File: config.mk
export PLATFORM = sky130hd
export DESIGN_NAME = imem_loader_flat
export DESIGN_NICKNAME = d
export VERILOG_FILES = /design/src/rtl/loader_pkg.sv /design/src/rtl/imem_loader_if.sv /design/src/rtl/byte_packer.sv /design/src/rtl/imem_loader.sv /design/src/flat_wrapper.sv
export SDC_FILE = /design/constraint.sdc
export NUM_CORES = 1
export LEC_CHECK = 0
export CAP_MARGIN = 20
export CORE_ASPECT_RATIO = 1.25
export CORE_MARGIN = 4
export CORE_UTILIZATION = 56
export CTS_BUF_LIST = sky130_fd_sc_hd__clkbuf_2
export DETAILED_ROUTE_END_ITERATION = 8
export MAX_ROUTING_LAYER = met4
export PLACE_DENSITY_LB_ADDON = 0.12
export SYNTH_ARGS = -nofsm -noshare
export SYNTH_HDL_FRONTEND = slang
export SYNTH_SLANG_ARGS = --single-unit
export TNS_END_PERCENT = 50
File: constraint.sdc
create_clock -name clk -period 3.02 [get_ports clk]
set_input_delay 0.604 -clock clk [delete_from_list [all_inputs] [get_ports clk]]
set_output_delay 0.604 -clock clk [all_outputs]
set_load 0.005 [all_outputs]
File: src/rtl/loader_pkg.sv
// -----------------------------------------------------------------------------
// loader_pkg
// Definitions shared by the image loader and the fetch/decode queue:
//   - MEMORY_BITS / MEMORY_SIZE : instruction memory geometry (words)
//   - HDR_BYTES                 : header length of a load frame (count lo, hi)
//   - state_t                   : loader state encoding
//   - accepts_start()           : states in which a start pulse begins a load
// -----------------------------------------------------------------------------
package loader_pkg;

   localparam int MEMORY_BITS = 11;
   localparam int MEMORY_SIZE = 2 ** MEMORY_BITS;
   localparam int HDR_BYTES   = 2;

   typedef enum logic [2:0] {
      IDLE,
      HDR0,
      HDR1,
      DATA,
      CKSUM,
      DONE,
      ERR
   } state_t;

   // A new load may only begin once the previous one has settled.
   function automatic logic accepts_start(input state_t s);
      return (s == IDLE) || (s == DONE) || (s == ERR);
   endfunction

endpackage

File: src/rtl/imem_loader_if.sv
// -----------------------------------------------------------------------------
// imem_loader_if
// Byte stream from the host link plus the instruction memory write port.
//   in_valid / in_data / in_ready : byte stream handshake
//   wr_en / wr_addr / wr_data     : one-word-per-strobe memory write
// Modports:
//   master : the loader (consumes bytes, drives the memory write)
//   slave  : the environment (host link and instruction memory)
// -----------------------------------------------------------------------------
interface imem_loader_if;
   import loader_pkg::*;

   logic                   in_valid;
   logic [7:0]             in_data;
   logic                   in_ready;
   logic                   wr_en;
   logic [MEMORY_BITS-1:0] wr_addr;
   logic [31:0]            wr_data;

   modport master (
      input  in_valid, in_data,
      output in_ready, wr_en, wr_addr, wr_data
   );

   modport slave (
      output in_valid, in_data,
      input  in_ready, wr_en, wr_addr, wr_data
   );

endinterface

File: src/rtl/byte_packer.sv
// -----------------------------------------------------------------------------
// byte_packer
// Packs a byte stream into little-endian 32-bit words.
// Ports:
//   clk, rst    : clock, asynchronous active-low reset
//   clear       : drop any partial word (new load starting)
//   byte_valid  : byte_in is consumed this cycle
//   byte_in     : stream byte
//   word_valid  : byte_in is the 4th byte of a word (same cycle)
//   word        : assembled word, valid with word_valid
// -----------------------------------------------------------------------------
module byte_packer (
   input  logic        clk,
   input  logic        rst,
   input  logic        clear,
   input  logic        byte_valid,
   input  logic [7:0]  byte_in,
   output logic        word_valid,
   output logic [31:0] word
);

   logic [1:0]  byte_idx;
   logic [23:0] shreg;    // first three bytes; the 4th comes straight from byte_in

   // NOTE: sequential state uses non-blocking assignments so every register
   // samples pre-edge values, independent of block evaluation order.
   always_ff @(posedge clk or negedge rst) begin
      if (!rst) begin
         byte_idx <= 2'd0;
         shreg    <= 24'd0;
      end else if (clear) begin
         byte_idx <= 2'd0;
         shreg    <= 24'd0;
      end else if (byte_valid) begin
         byte_idx <= byte_idx + 2'd1;   // wraps 3 -> 0 at word boundary
         shreg    <= {byte_in, shreg[23:8]};
      end
   end

   assign word_valid = byte_valid && (byte_idx == 2'd3);
   assign word       = {byte_in, shreg};

endmodule

File: src/rtl/imem_loader.sv
// -----------------------------------------------------------------------------
// imem_loader
// Receives a load frame from the host link, writes the words sequentially into
// instruction memory and holds the core in reset until the image is complete.
// Frame: count[7:0], count[15:8], count x 4 bytes (little-endian words),
//        then one XOR checksum byte when CHECKSUM_EN is defined.
// Optional feature macro: CHECKSUM_EN (checksum byte and XOR check).
// Ports:
//   clk, rst    : clock, asynchronous active-low reset
//   start       : pulse that begins a load (only from IDLE, DONE or ERR)
//   bus         : byte stream in, memory write out (imem_loader_if.master)
//   cpu_hold    : core held in reset while high
//   done        : image loaded successfully
//   err         : load aborted (count too large, or bad checksum)
//   word_count  : count field latched from the header
// -----------------------------------------------------------------------------
module imem_loader
   import loader_pkg::*;
(
   input  logic          clk,
   input  logic          rst,
   input  logic          start,
   imem_loader_if.master bus,
   output logic          cpu_hold,
   output logic          done,
   output logic          err,
   output logic [15:0]   word_count
);

`ifdef CHECKSUM_EN
   localparam state_t TAIL_STATE = CKSUM;
`else
   localparam state_t TAIL_STATE = DONE;
`endif

   state_t               state;
   logic [7:0]           hdr_lo;
   logic [MEMORY_BITS:0] word_idx;   // one extra bit so MEMORY_SIZE words fit

   logic        accept;
   logic        start_ok;
   logic        pk_valid;
   logic [31:0] pk_word;
   logic [15:0] hdr_count;
   logic        last_word;

   assign accept    = bus.in_valid && bus.in_ready;
   assign start_ok  = start && accepts_start(state);
   assign hdr_count = {bus.in_data, hdr_lo};
   assign last_word = ((16'(word_idx) + 16'd1) == word_count);

   byte_packer u_packer (
      .clk        (clk),
      .rst        (rst),
      .clear      (start_ok),
      .byte_valid (accept && (state == DATA)),
      .byte_in    (bus.in_data),
      .word_valid (pk_valid),
      .word       (pk_word)
   );

`ifdef CHECKSUM_EN
   logic [7:0] cks;

   always_ff @(posedge clk or negedge rst) begin
      if (!rst) begin
         cks <= 8'd0;
      end else if (start_ok) begin
         cks <= 8'd0;
      end else if (accept && (state == HDR0 || state == HDR1 || state == DATA)) begin
         cks <= cks ^ bus.in_data;
      end
   end
`endif

   always_ff @(posedge clk or negedge rst) begin
      if (!rst) begin
         state       <= IDLE;
         hdr_lo      <= 8'd0;
         word_idx    <= '0;
         bus.in_ready <= 1'b0;
         bus.wr_en   <= 1'b0;
         bus.wr_addr <= '0;
         bus.wr_data <= 32'd0;
         cpu_hold    <= 1'b1;
         done        <= 1'b0;
         err         <= 1'b0;
         word_count  <= 16'd0;
      end else begin
         // NOTE: wr_en defaults low every cycle, so it can only ever be a
         // single-cycle strobe; branches below raise it for one word.
         bus.wr_en <= 1'b0;
         case (state)
            IDLE, DONE, ERR: begin
               if (start) begin
                  state        <= HDR0;
                  bus.in_ready <= 1'b1;
                  cpu_hold     <= 1'b1;
                  done         <= 1'b0;
                  err          <= 1'b0;
                  word_idx     <= '0;
               end
            end
            HDR0: begin
               if (accept) begin
                  hdr_lo <= bus.in_data;
                  state  <= HDR1;
               end
            end
            HDR1: begin
               if (accept) begin
                  word_count <= hdr_count;
                  if (hdr_count > 16'(MEMORY_SIZE)) begin
                     state        <= ERR;
                     bus.in_ready <= 1'b0;
                     err          <= 1'b1;
                  end else if (hdr_count == 16'd0) begin
                     state        <= TAIL_STATE;
                     bus.in_ready <= (TAIL_STATE == CKSUM);
                     done         <= (TAIL_STATE == DONE);
                     cpu_hold     <= (TAIL_STATE != DONE);
                  end else begin
                     state <= DATA;
                  end
               end
            end
            DATA: begin
               if (bus.wr_en) begin
                  // Write cycle: advance the address and reopen the stream.
                  word_idx <= word_idx + 1'b1;
                  if (last_word) begin
                     state        <= TAIL_STATE;
                     bus.in_ready <= (TAIL_STATE == CKSUM);
                     done         <= (TAIL_STATE == DONE);
                     cpu_hold     <= (TAIL_STATE != DONE);
                  end else begin
                     bus.in_ready <= 1'b1;
                  end
               end else if (pk_valid) begin
                  bus.wr_en    <= 1'b1;
                  bus.wr_addr  <= word_idx[MEMORY_BITS-1:0];
                  bus.wr_data  <= pk_word;
                  bus.in_ready <= 1'b0;
               end
            end
`ifdef CHECKSUM_EN
            CKSUM: begin
               if (accept) begin
                  bus.in_ready <= 1'b0;
                  if ((cks ^ bus.in_data) == 8'd0) begin
                     state    <= DONE;
                     done     <= 1'b1;
                     cpu_hold <= 1'b0;
                  end else begin
                     state <= ERR;
                     err   <= 1'b1;
                  end
               end
            end
`endif
            default: begin
               state        <= IDLE;
               bus.in_ready <= 1'b0;
            end
         endcase
      end
   end

endmodule

File: src/flat_wrapper.sv
// flat-port wrapper written by rule: the top's interface ports become plain ports
module imem_loader_flat import loader_pkg::*;
  (clk, rst, start, cpu_hold, done, err, word_count, bus_in_valid, bus_in_data, bus_in_ready, bus_wr_en, bus_wr_addr, bus_wr_data);
  imem_loader_if bus_i ();
  input  logic clk;
  input  logic rst;
  input  logic start;
  output logic cpu_hold;
  output logic done;
  output logic err;
  output logic [15:0] word_count;
  input wire logic [$bits(bus_i.in_valid)-1:0] bus_in_valid;
  input wire logic [$bits(bus_i.in_data)-1:0] bus_in_data;
  output wire logic [$bits(bus_i.in_ready)-1:0] bus_in_ready;
  output wire logic [$bits(bus_i.wr_en)-1:0] bus_wr_en;
  output wire logic [$bits(bus_i.wr_addr)-1:0] bus_wr_addr;
  output wire logic [$bits(bus_i.wr_data)-1:0] bus_wr_data;
  assign bus_i.in_valid = bus_in_valid;
  assign bus_i.in_data = bus_in_data;
  assign bus_in_ready = bus_i.in_ready;
  assign bus_wr_en = bus_i.wr_en;
  assign bus_wr_addr = bus_i.wr_addr;
  assign bus_wr_data = bus_i.wr_data;
  imem_loader u_core (.clk(clk), .rst(rst), .start(start), .bus(bus_i), .cpu_hold(cpu_hold), .done(done), .err(err), .word_count(word_count));
endmodule
==> key figures, run 1 <==
Outcome
  • Outcome: complete, no violations

Min path
  • Hold Crit Class: in2async

Worst setup path
  • Startpoint types: flop
  • R2R setup slack: ~0.56 ns
  • CP Cell Sequence: clkdlybuf4s50_1
  • Cell count along the critical path: 1
  • Kind of critical path: reg2out
  • RR Startpoint: u_core.word_idx[0]$_DFFE_PN0P_
  • Crit path required time: 2.42 ns
  • FF-to-FF path depth: 7
  • CP top delay family: flip-flops
  • Start point of the critical path: u_core.bus.wr_en$_DFF_PN0_
  • CP max-delay cell: dfrtp_1
  • CP Max Fanout: 13
  • Crit path capture: bus_wr_en
  • Critical path capture point type: primary output
  • CP max stage delay: approximately 0.66 ns
  • Worst path bufs/invs: 1
  • WP data arrival: 1.91 ns
  • Capturing point of the worst reg2reg path: u_core.done$_DFFE_PN0P_

STA
  • Final setup fails: 0
  • FMAX: 0.398 GHz
  • Fin Hold WS: 0.501 ns
  • Clk_skew: roughly 0.02 ns
  • Setup WS post-layout: 0.510 ns
  • Setup TNS: 0 ns
  • Worst relative slew slack: between 50% and 60%
  • Fin crit share: between 80% and 90%
  • Tmin final: 2.51 ns
  • Final Hold Viols: 0
  • Slew Viols, Final: 0
  • Worst Max-Slew Pin Slew: 0.702 ns
  • RSZ-0062 raised after global routing: no

Clock tree
  • H-tree lvl count: 4
  • Skew-Pair Late Insertion Delay: 0.66 ns
  • Post-cts sizing count: 0
  • Post-CTS Setup Inserts: 0
  • Cts bufs inserted: 17
  • Clk buf depth: 2
  • Clk sinks: 113
  • CTS Hold Buffers Added: 1
  • Clk pin slew, worst setup/hold paths: ~0.16 ns
  • Root Buffer: clkbuf_2
  • CTS tree: yes

Global routing
  • Vias in the first global route: 3941
  • Initial antenna violation count: 0
  • Global-route wire length before repair: a little under 20 mm
  • Global router's overall resource usage: between 20% and 30%
  • Grt total ovfl: 0
  • Pin count of the biggest net entering global routing: 56

Final layout
  • Layout net count: 545
  • Post-layout utilization of the core: 71.3%
  • Share of layout cells above drive strength 1: between 20 and 25%
  • Area grow syn2layout: 22.6%
  • Diode count: 0
  • Final instance area: 6270 sq um
  • Post-Layout Cell Count: 664

Drt
  • First-pass DRT Iterations: 4
  • Avg WL per Cell: 17.5 um
  • DR vias/cell: between 5 and 6
  • Vias: 3795
  • Routed WL: 11.6 mm
  • DRC viols: 0
  • Antenna viol nets, final: 0
  • Initial DRC Count: 177

Pwr
  • Max IR drop VDD: around 0.44 mV
  • Lkg Pwr: 2.80 nW
  • Cell Pwr Density: 729 nW/um^2
  • Pwr Total: 4.57 mW

Die
  • Core ar.: 8800 sq um
  • Initial Utilization: 58.2%
  • Die extent in x: 93.5 um
  • Die ar.: between 10000 and 15000 sq um
  • Row cnt: 38
  • I/O pin count: 76
  • Die Ht: 115 um

Synth
  • Fraction of registers with async set/reset: 100%
  • Post-synth EDFFs: 0
  • Mapped Avg Cell Area: between 10 and 15 sq um
  • Net Count, Synth: roughly 460
  • Yosys cell types: 54
  • Cells after synthesis: 450
  • Ys flop type: dfrtp_1
  • Sequential fraction of the synthesis area: 55.3%
  • Warnings from Yosys: 0
  • Mapped cell area: 5120 sq um
  • Synthesis-stage register bit count: 113

Place
  • Placed cell count: around 630
  • Dpl ws: 0.327 ns
  • HPWL Detailed: 8.17 mm
  • Gpl congestion: 0.916
  • Placed Area: around 6000 sq um
  • Port Buf Inserts: 75

Job
  • Max-cap viol count: 0
-- synthesized netlist by cell type (2+ instances only) --
cell type  instances  share of area [%]
a21o_2             2               0.34
a21oi_1           36                3.5
a31oi_1            3               0.37
and3_1             5               0.61
and4_1             2               0.34
buf_1              2               0.15
buf_2              3               0.29
buf_4              6               0.88
clkbuf_1          10               0.73
clkbuf_8           3               0.81
dfrtp_1          112                 55
ha_1               2               0.49
inv_1              7               0.51
mux2_2            68                 15
nand2_1           73                5.4
nand3_1            9               0.88
nand3b_1           3               0.44
nor2_1            13               0.95
nor2b_1            3               0.37
nor3_1             6               0.59
nor4_1             3               0.37
o211ai_1           3               0.44
o21ai_0           24                2.3
o31ai_1            4               0.59
or4_1              2               0.29
xnor2_1           15                2.6
xor2_1             4               0.68
-- how the worst min path moves through the flow --
stage | from | endpoint | slack [ns]
global route | rst | u_core.bus.wr_addr[2]$_DFFE_PN0P_ | 0.50
finish | rst | u_core.bus.wr_addr[2]$_DFFE_PN0P_ | 0.50
CTS | rst | u_core.bus.wr_addr[2]$_DFFE_PN0P_ | 0.50
global placement | u_core.bus.wr_addr[7]$_DFFE_PN0P_ | u_core.bus.wr_addr[7]$_DFFE_PN0P_ | 0.49
floorplan | rst | u_core.bus.in_ready$_DFFE_PN0P_ | 0.31
detailed placement | u_core.bus.wr_addr[4]$_DFFE_PN0P_ | u_core.bus.wr_addr[4]$_DFFE_PN0P_ | 0.50
-- where the power goes --
part	switching, mW	internal, mW
logic	0.625	0.694
registers	0.310	1.77
clock network	0.556	0.621
total	1.49	3.08
-- layout make-up --
class,instances,area (sq um)
Inverter,7,26.3
Tap cell,120,150
Sequential cell,113,2830
Clock inverter,13,191
Clock buffer,19,95.1
Timing Repair Buffer,87,866
Multi-Input combinational cell,305,2110
Fill cell,656,2520
-- per-layer routing --
metal / routed length [um] / vias up / track usage, % / part of all wire [%]
met4: 201 / 0 / 7.92 / 1.7
met2: 6040 / 109 / 40.5 / 52
met5: 0 / - / - / 0
met1: 4820 / 1903 / 28.5 / 42
li1: - / 1764 / - / -
met3: 541 / 19 / 6.54 / 4.7
-- cell usage in the layout, fill, tap and decap left out, types with 2 or more instances in the layout --
cell type	n
dfrtp_1	112
clkbuf_2	19
bufinv_16	5
nand2_1	73
mux2_2	68
nor3_1	6
or4_1	2
buf_12	2
nor2_1	13
nand3b_1	3
a21o_2	2
a21oi_1	36
a31oi_1	3
clkinv_1	3
o21ai_0	24
ha_1	2
nor4_1	3
clkinv_2	3
clkdlybuf4s50_1	74
o211ai_1	3
clkinvlp_4	2
xnor2_1	15
and3_1	4
buf_4	10
inv_1	7
xor2_1	4
nand3_1	9
o31ai_1	4
nor2b_1	2
and4_1	2
-- registers in the layout (all words and copies together) (netlist names) --
signal,flops
u_core.u_packer.byte_idx,2
u_core.cpu_hold,1
u_core.word_idx,12
u_core.bus.wr_en,1
u_core.bus.wr_addr,11
u_core.state,3
u_core.bus.in_ready,1
u_core.u_packer.shreg,24
u_core.bus.wr_data,32
u_core.hdr_lo,8
u_core.done,1
u_core.err,1
u_core.word_count,16
-- kinds of logic after synthesis --
| kind of cell | count (synthesis) | share of synthesized area (%) |
|---|---|---|
| AO/OA/AOI/OAI | 85 | 9.95 |
| AND/OR/NAND/NOR | 131 | 12.6 |
| multiplexers | 68 | 15.0 |
| adder cells (fa/ha/maj) | 2 | 0.489 |
| flip-flops | 113 | 55.3 |
| buffers and inverters | 32 | 3.47 |
| XOR/XNOR | 19 | 3.25 |
Power figures use the tool's default switching activity.
==> run 2: changes to the inputs <==
- CORE_UTILIZATION: 56 -> 51
- clock period: 3.02 -> 2.2 ns (I/O delays scaled with it)
==> key figures, run 2 (synthesis gave the netlist of run 1 again) <==
Pwr
  • Sw Share: 33.7% (+1.1 points)
  • NetSw: 2.10 mW (+41%)
  • Lkg Pwr: 2.93 nW (+4.8%)
  • Cell Pwr Density: 953 nW/um^2 (+31%)
  • Clock group share of total power: 22.1% (-3.7 points)
  • Sequential power share: 45.3% (about the same)
  • Internal Pwr Total: 4.13 mW (+34%)
  • Comb pwr share: 32.6% (+3.8 points)
  • Max IR drop VDD: 0.642 mV (+46%)

Clock tree
  • Skew-Pair Late Insertion Delay: 0.66 ns (about the same)
  • Clk pin slew, worst setup/hold paths: 0.17 ns (about the same)
  • H-tree lvl count: 4 (unchanged)
  • Cts bufs inserted: 17 (unchanged)
  • Clk buf depth: 2 (unchanged)
  • Root Buffer: clkbuf_2
  • CTS tree: yes
  • Clk sinks: 113 (unchanged)

Drt
  • Initial DRC Count: 144 (-19%)
  • DRC viols: 0 (unchanged)
  • Routed WL: 11.8 mm (+2.1%)
  • First-pass DRT Iterations: 4 (unchanged)
  • Avg WL per Cell: 16.9 um (-3.3%)
  • Vias: 3874 (+2.1%)
  • Antenna viol nets, final: 0 (unchanged)
  • DR vias/cell: 5.53 (-3.3%)

STA
  • Setup TNS: 0 ns (unchanged)
  • Final Hold Viols: 0 (unchanged)
  • Fin crit share: 95.9%
  • Setup WS post-layout: 0.0895 ns (-0.421 ns)
  • Worst Max-Slew Pin Slew: 0.576 ns (-0.126 ns)
  • Tmin final: around 2.1 ns
  • Slew Viols, Final: 0 (unchanged)
  • Clk_skew: 0.0172 ns (-0.00264 ns)
  • RSZ-0062 raised after global routing: yes
  • Final setup fails: 0 (unchanged)
  • Worst relative slew slack: 61.5% (+8.3 points)
  • FMAX: 0.474 GHz

Final layout
  • Area grow syn2layout: 27.8%
  • Diode count: 0 (unchanged)
  • Largest Register: u_core.bus.wr_data
  • Most frequent cells in the layout: dfrtp_1, nand2_1, clkdlybuf4s50_1, mux2_2, buf_4
  • Largest register FFs: 32 (unchanged)
  • Commonest non-fill, non-tap cell in the layout: dfrtp_1
  • Post-Layout Cell Count: 701 (+5.6%)
  • Largest regs: u_core.bus.wr_data: 32 flops, u_core.u_packer.shreg: 24 flops, u_core.word_count: 16 flops
  • Final instance area: 6540 sq um (+4.2%)
  • FILL cells: 749 (+14%)
  • Layout net count: 577 (+5.9%)
  • Share of layout cells above drive strength 1: 29.2% (+6.8 points)

Worst setup path
  • Critical path capture point type: flop
  • Startpoint types: flop
  • Kind of critical path: reg2reg
  • R2R setup slack: 0.09 ns (-0.47 ns)
  • WP data arrival: 2.71 ns (+0.80 ns)
  • CP Max Fanout: 5 (-8)
  • Crit path required time: 2.80 ns (+0.38 ns)
  • FF-to-FF path depth: 7 (unchanged)

Global routing
  • Pin count of the biggest net entering global routing: 35 (-38%)
  • Initial antenna violation count: 0 (unchanged)
  • Global router's overall resource usage: 22.0% (-2.2 points)
  • Vias in the first global route: 3942 (+0.025%)
  • Grt total ovfl: 0 (unchanged)
  • Global-route wire length before repair: 19.9 mm (+2.0%)

Die
  • I/O pin count: 76 (unchanged)
  • Initial Utilization: 52.7% (-5.5 points)
  • Row cnt: 40 (+5.3%)
  • Core ar.: 9710 sq um (+10%)
  • Die extent in x: 97.6 um (+4.4%)
  • Die Ht: 120 um (+4.5%)
  • Die ar.: 11700 sq um (+9.0%)

Place
  • Gpl congestion: 0.850 (-7.2%)
  • Port Buf Inserts: 75 (unchanged)
  • Placed cell count: 667 (+5.7%)
  • Placed Area: 6220 sq um (+4.1%)
  • Dpl ws: -0.176 ns (-0.503 ns)
  • HPWL Detailed: 8.51 mm (+4.2%)

Outcome
  • Outcome: complete, no violations

Min path
  • Hold Crit Class: in2async

Job
  • Max-cap viol count: 0 (unchanged)
[run 2: metrics by stage]
step	utilization [%]	hold WS [ns]	power, mW
2_1_floorplan	-	0.144	3.93
3_3_place_gp	64.1	0.409	4.77
3_5_place_dp	64.1	0.409	4.84
4_1_cts	66.7	0.196	6.23
5_1_grt	67.3	0.183	6.65
6_report	67.3	0.240	6.23
[run 2: worst paths after layout]
kind,startpoint,to
setup / recovery,u_core.word_idx[0]$_DFFE_PN0P_,u_core.done$_DFFE_PN0P_
hold / removal,rst,u_core.bus.wr_data[16]$_DFFE_PN0P_
setup reg to reg,u_core.word_idx[0]$_DFFE_PN0P_,u_core.done$_DFFE_PN0P_
hold reg to reg,u_core.u_packer.shreg[6]$_DFFE_PN0P_,u_core.bus.wr_data[6]$_DFFE_PN0P_
max in group asynchronous,rst,u_core.bus.wr_en$_DFF_PN0_
min in group clk,bus_in_data[4],u_core.u_packer.shreg[20]$_DFFE_PN0P_
[run 2: repair_timing]
action | 4_1_cts | 5_1_grt
setup buffers | 1 | 1
setup endpoints to repair | 5 | 12
gates resized for setup | 4 | 16
hold endpoints to repair | 28 | 0
hold buffers | 1 | 0
pin swaps | 1 | 3
[run 2: power by group through the flow]
stage / registers, mW / logic [mW] / clock network, mW
2_1_floorplan: 2.70 / 1.24 / 0
3_3_place_gp: 2.83 / 1.94 / 0
3_5_place_dp: 2.84 / 2.00 / 0
4_1_cts: 2.80 / 2.01 / 1.42
5_1_grt: 2.87 / 2.24 / 1.54
6_report: 2.82 / 2.03 / 1.38
[run 2: routing by layer]
| metal | routed length [um] | global-route usage [%] | share of wire (%) |
|---|---|---|---|
| met5 | 0 | - | 0 |
| met4 | 252 | 8.57 | 2.1 |
| met3 | 443 | 4.83 | 3.7 |
| met2 | 6000 | 35.5 | 51 |
| met1 | 5150 | 27.3 | 43 |
[run 2: layout make-up]
| type | count | area [sq um] | share of cell area, % |
|---|---|---|---|
| Sequential cell | 113 | 2840 | 43.4 |
| Tap cell | 126 | 158 | 2.41 |
| Clock buffer | 18 | 90.1 | 1.38 |
| Clock inverter | 13 | 145 | 2.22 |
| Timing Repair Buffer | 119 | 1120 | 17.1 |
| Multi-Input combinational cell | 305 | 2160 | 33.1 |
| Inverter | 7 | 26.3 | 0.402 |
[run 2: critical path: stages, from the launching register on]
cell      delay [ns]
dfrtp_1         0.43
ha_4            0.17
nand3_4         0.10
or4_4           0.50
o311ai_2        0.09
a31oi_2         0.08
nor4_4          0.44
o221a_1         0.24
